### src/rtl/flow_key_hasher_if.sv
// Write-side and flow_table-side signals of the flow-key hasher.
interface flow_key_hasher_if #(
    parameter int unsigned KEY_WORDS = 5,
    parameter int unsigned HASH_W    = 10
);
    localparam int unsigned KW = 32 * KEY_WORDS;

    logic              wr_en;
    logic [31:0]       wr_data;
    logic              clear;
    logic              out_valid;
    logic              out_ready;
    logic [KW-1:0]     out_key;
    logic [HASH_W-1:0] out_hash;
    logic [2:0]        word_cnt;
    logic              drop_err;

    // Environment side: register block and flow_table
    modport master (
        output wr_en, wr_data, clear, out_ready,
        input  out_valid, out_key, out_hash, word_cnt, drop_err
    );

    // Hasher side
    modport slave (
        input  wr_en, wr_data, clear, out_ready,
        output out_valid, out_key, out_hash, word_cnt, drop_err
    );
endinterface

### src/rtl/flow_key_hasher.sv
// Assembles flow-key words from register writes, hashes them on the fly
// with a rotate-XOR, and offers {key, hash index} to flow_table.
module flow_key_hasher #(
    parameter int unsigned KEY_WORDS = 5,
    parameter int unsigned HASH_W    = 10,
    parameter int unsigned ROT       = 5
) (
    input  logic             clk,
    input  logic             rst_n,
    flow_key_hasher_if.slave bus
);
    localparam int unsigned KW    = 32 * KEY_WORDS;
    localparam int unsigned ROT_R = 32 - ROT;

    typedef enum logic {COLLECT = 1'b0, HOLD = 1'b1} state_t;

    state_t            state_q;
    logic [31:0]       h_q;
    logic [KW-1:0]     key_q;
    logic [HASH_W-1:0] hash_q;
    logic [2:0]        word_cnt_q;
    logic              valid_q;
    logic              drop_err_q;

    logic [31:0]       h_step_d;
    logic              last_word_d;

    // Next hash value if the current write is accepted
    always_comb begin
        h_step_d    = ((h_q << ROT) | (h_q >> ROT_R)) ^ bus.wr_data;
        last_word_d = (word_cnt_q == 3'(KEY_WORDS - 1));
    end

    // Collect/hold state machine with all outputs registered
    always_ff @(posedge clk) begin
        if (!rst_n) begin
            state_q    <= COLLECT;
            h_q        <= '0;
            key_q      <= '0;
            hash_q     <= '0;
            word_cnt_q <= '0;
            valid_q    <= 1'b0;
            drop_err_q <= 1'b0;
        end else begin
            case (state_q)
                COLLECT: begin
                    // clear has priority: a word written alongside it is discarded
                    if (bus.clear) begin
                        h_q        <= '0;
                        key_q      <= '0;
                        word_cnt_q <= '0;
                        drop_err_q <= 1'b0;
                    end else if (bus.wr_en) begin
                        key_q <= KW'({key_q, bus.wr_data});
                        h_q   <= h_step_d;
                        if (last_word_d) begin
                            word_cnt_q <= '0;
                            hash_q     <= HASH_W'(h_step_d ^ (h_step_d >> 16));
                            valid_q    <= 1'b1;
                            state_q    <= HOLD;
                        end else begin
                            word_cnt_q <= word_cnt_q + 3'd1;
                        end
                    end
                end
                HOLD: begin
                    // Writes cannot be absorbed while the key is pending
                    if (bus.wr_en) begin
                        drop_err_q <= 1'b1;
                    end
                    if (bus.clear) begin
                        drop_err_q <= 1'b0;
                    end
                    if (bus.out_ready) begin
                        valid_q <= 1'b0;
                        h_q     <= '0;
                        state_q <= COLLECT;
                    end
                end
                default: state_q <= COLLECT;
            endcase
        end
    end

    assign bus.out_valid = valid_q;
    assign bus.out_key   = key_q;
    assign bus.out_hash  = hash_q;
    assign bus.word_cnt  = word_cnt_q;
    assign bus.drop_err  = drop_err_q;
endmodule

### src/flat_wrapper.sv
// flat-port wrapper written by rule: the top's interface ports become plain ports
module flow_key_hasher_flat 
#(
    parameter int unsigned KEY_WORDS = 5,
    parameter int unsigned HASH_W    = 10,
    parameter int unsigned ROT       = 5
)
  (clk, rst_n, bus_wr_en, bus_wr_data, bus_clear, bus_out_ready, bus_out_valid, bus_out_key, bus_out_hash, bus_word_cnt, bus_drop_err);
  flow_key_hasher_if #(.KEY_WORDS(KEY_WORDS), .HASH_W(HASH_W)) bus_i ();
  input  logic clk;
  input  logic rst_n;
  input wire logic [$bits(bus_i.wr_en)-1:0] bus_wr_en;
  input wire logic [$bits(bus_i.wr_data)-1:0] bus_wr_data;
  input wire logic [$bits(bus_i.clear)-1:0] bus_clear;
  input wire logic [$bits(bus_i.out_ready)-1:0] bus_out_ready;
  output wire logic [$bits(bus_i.out_valid)-1:0] bus_out_valid;
  output wire logic [$bits(bus_i.out_key)-1:0] bus_out_key;
  output wire logic [$bits(bus_i.out_hash)-1:0] bus_out_hash;
  output wire logic [$bits(bus_i.word_cnt)-1:0] bus_word_cnt;
  output wire logic [$bits(bus_i.drop_err)-1:0] bus_drop_err;
  assign bus_i.wr_en = bus_wr_en;
  assign bus_i.wr_data = bus_wr_data;
  assign bus_i.clear = bus_clear;
  assign bus_i.out_ready = bus_out_ready;
  assign bus_out_valid = bus_i.out_valid;
  assign bus_out_key = bus_i.out_key;
  assign bus_out_hash = bus_i.out_hash;
  assign bus_word_cnt = bus_i.word_cnt;
  assign bus_drop_err = bus_i.drop_err;
  flow_key_hasher #(.KEY_WORDS(KEY_WORDS), .HASH_W(HASH_W), .ROT(ROT)) u_core (.clk(clk), .rst_n(rst_n), .bus(bus_i));
endmodule
### config.mk
export PLATFORM = sky130hd
export DESIGN_NAME = flow_key_hasher_flat
export DESIGN_NICKNAME = d
export VERILOG_FILES = /design/src/rtl/flow_key_hasher_if.sv /design/src/rtl/flow_key_hasher.sv /design/src/flat_wrapper.sv
export SDC_FILE = /design/constraint.sdc
export NUM_CORES = 1
export LEC_CHECK = 0
export CORE_MARGIN = 3
export CORE_UTILIZATION = 30
export CTS_CLUSTER_DIAMETER = 80
export CTS_CLUSTER_SIZE = 14
export DETAILED_ROUTE_END_ITERATION = 10
export HOLD_SLACK_MARGIN = 0.03
export PLACE_DENSITY = 0.66
export REMOVE_ABC_BUFFERS = 1
export SLEW_MARGIN = 10
export SYNTH_ARGS = -nofsm -noshare
export SYNTH_HDL_FRONTEND = slang
export SYNTH_SLANG_ARGS = --single-unit
### constraint.sdc
create_clock -name clk -period 1.81 [get_ports clk]
set_input_delay 0.362 -clock clk [delete_from_list [all_inputs] [get_ports clk]]
set_output_delay 0.362 -clock clk [all_outputs]
set_load 0.005 [all_outputs]
==> out/results.ini <==
[outcome]
outcome=complete, no violations

[placement]
placedCellCount=1104
dp.final_hpwl_um=12900
placed_area_mm2=0.00965
buffer_ports.inserted=211
global_placement_routability_congestion=0.759
preCtsSetupSlack_ps=-201

[worst_setup_path]
crit_path_max_incr_delay_ps=520
flop_to_flop_setup_slack_ps=210
worst-path-max-fanout=3
cp_data_required_time_ps=1450
rr_worst_depth=5
slowest_stage=sky130_fd_sc_hd__clkdlybuf4s50_1
cp-start-kind=register
critPathLaunch=u_core.bus.out_key[34]
worstSetupPathDepth=1
timing.rr.start=u_core.state_q
number_of_buffers_and_inverters_on_the_critical_path=1
endpoint_kind=output port
path_class=register to output port
critical-path-top-delay-family=buffers and inverters
critical_path_arrival_ps=1400
worstSetupEndpoint=bus_out_key[34]
critical_path.cell_chain=clkdlybuf4s50_1
timing.rr.end=u_core.h_q[23]

[layout]
finish.net_count=850
layout-drive-gt1-share_pct=7.40
final_common_cell=sky130_fd_sc_hd__clkdlybuf4s50_1
insertedDiodeCount=0
final_cell_area_mm2=0.0102
finalCoreUtilization_pct=44.0
flow.area_growth_from_synthesis_pct=41.4
count_of_placed_standard_cells_in_the_final_layout_fillers_left_out=1124
layout.cells.most_common_list=204 x sky130_fd_sc_hd__clkdlybuf4s50_1, 201 x sky130_fd_sc_hd__dfxtp_1, 161 x sky130_fd_sc_hd__a22o_1, 44 x sky130_fd_sc_hd__a21oi_1, 42 x sky130_fd_sc_hd__xnor2_1
nFillCells=2183

[detailed_routing]
post_drt_wl_per_cell_um=17.1
vias=5591
vias_per_cell=4.97
drtIter0Drc=440
aggregate_routed_wire_length_um=19300
detail_route.drc_violations=0
drt_first_pass_iters=4
antenna_violating_nets_post_route=0

[cts]
ctsRootBufferMaster=sky130_fd_sc_hd__clkbuf_16
cts_tree=yes
max-clock-path-buffers=3
hold_buffers=0
worstSkewPairLatency_ps=480
tritoncts_num_sinks=208
clkTransAtPathRegs_ps=70
cts-htree-levels=1
cts-buffers-inserted=18

[global_routing]
antenna_found_initial=0
grt-ovfl-total=0
vias_in_the_first_global_route=5466
globalRouteTotalUtil_pct=14.3
grt_start_max_net_pins=61
first_pass_grt_wire_length_um=30800

[hold_path]
worstHoldPathType=register to register
hold_path_startpoint=u_core.bus.out_key[159]

[timing]
clock.fmax_ghz=0.569
setup_ws_ps=52.3
slew_headroom_pct=78.7
post_layout_minimum_cycle_time_ps=1760
setup-violations-final=0
finalCritPeriodShare_pct=97.1
timing.final.max_slew_violations=0
totalNegativeSetupSlack_ps=0
grt_setup_unrepaired=no
worst-slew-pin-transition_ps=320
final.setup_skew_ps=10.9
hold-worst-slack_ps=474
hold_viol_final=0

[synthesis]
synth_register_bits=208
count_of_synthesis_stage_warnings_from_yosys=0
synthesis.instances=613
synth.distinct_cells=29
yosys.area.top_type=sky130_fd_sc_hd__dfxtp_1
synth_top_cell_area_share_pct=58.0
synth.yosys.seq_area_share_pct=58.0
synthTopCellsByArea=sky130_fd_sc_hd__dfxtp_1 58%, sky130_fd_sc_hd__a22o_1 20%, sky130_fd_sc_hd__xnor2_1 5.1%
synthesis.area_mm2=0.00718
synth_area_per_cell_um2=11.7

[die]
start_util_pct=31.2
design.die.area_mm2=0.0258
die_h_um=161
row_count=55
core_area_mm2=0.0231
die-width_um=161
pin_count=212

[pwr]
power.density_cell_area_mw_per_mm2=868
post-layout-total-power_mw=8.82
max-vdd-ir-drop_mv=0.514
clkPwrFrac_pct=39.7
p_leak_nw=3.68
switching_share_pct=22.2
power.share.combinational_pct=7.0
power_report.internal_total_mw=6.86
share_seq_of_total_power_pct=53.4
p_switching_mw=1.95

[run]
timing.max_cap.violations=0

==> repair_timing <==
| action | 4_1_cts | 5_1_grt |
|---|---|---|
| pin swaps | 0 | 0 |
| endpoints found under the setup margin | 3 | 41 |
| gates resized for setup | 3 | 11 |
| buffers inserted | 0 | 0 |
==> cells in the mapped netlist (all sizes together) <==
cell and number:
a211oi 10, a21boi 1, a21oi 44, a22o 161, a22oi 1, a31oi 1
and2 4, buf 43, clkbuf 17, dfxtp 208, ha 2, inv 3
nand2 1, nand3b 2, nor2 1, nor2b 1, nor3 2, nor3b 1
o21a 2, o21ai 33, o21bai 1, or4 32, xnor2 42
==> final cells by class <==
class / instances / area (µm²) / area share (%)
sequential: 208 / 4170 / 41.1
multi-input combinational: 342 / 2640 / 26.0
timing repair buffer: 238 / 2450 / 24.1
clock buffer: 20 / 489 / 4.82
tap: 313 / 392 / 3.86
inverter: 3 / 11.3 / 0.111
==> how the worst min path moves through the flow <==
| stage | end | slack (ps) | cells after the start |
|---|---|---|---|
| 2_1_floorplan | u_core.bus.drop_err | 440 | 1 |
| 3_3_place_gp | u_core.bus.out_key[151] | 460 | 1 |
| 3_5_place_dp | u_core.bus.out_key[133] | 460 | 1 |
| 4_1_cts | u_core.bus.out_key[159] | 480 | 1 |
| 5_1_grt | u_core.bus.out_key[146] | 490 | 1 |
| 6_report | u_core.bus.out_key[159] | 470 | 1 |
==> state kept, by name (all words and copies together), names as in the netlist <==
register and cells:
u_core.bus.out_key 160, u_core.h_q 32, u_core.bus.out_hash 10, u_core.bus.word_cnt 3
u_core.bus.drop_err 1, u_core.bus.out_valid 1, u_core.state_q 1
==> layer usage <==
metal  routed length [µm]  global-route usage, %  vias up  share of wire [%]
li1                     -                      -     2697                  -
met1                 8860                   19.7     2691                 46
met2                 8430                   21.9      181                 44
met3                 1680                   4.95       22                8.7
met4                  277                   2.58        0                1.4
met5                    0                      0        -                  0
==> power groups by stage <==
| stage | clock [mW] | sequential, mW | combinational, mW |
|---|---|---|---|
| floorplan | 0 | 4.80 | 0.293 |
| global placement | 0 | 4.80 | 0.616 |
| detailed placement | 0 | 4.81 | 0.619 |
| CTS | 3.64 | 4.70 | 0.622 |
| global route | 3.81 | 4.71 | 0.671 |
| finish | 3.50 | 4.70 | 0.613 |
==> cell families after synthesis <==
| family | after synthesis | share of synthesized area [%] |
|---|---|---|
| AO/OA/AOI/OAI | 254 | 26.7 |
| XOR/XNOR | 42 | 5.12 |
| adder cells (fa/ha/maj) | 2 | 0.348 |
| buffers and inverters | 63 | 5.35 |
| flip-flops | 208 | 58.0 |
| AND/OR/NAND/NOR | 44 | 4.56 |
No activity file was read; power rests on OpenSTA's default activity.
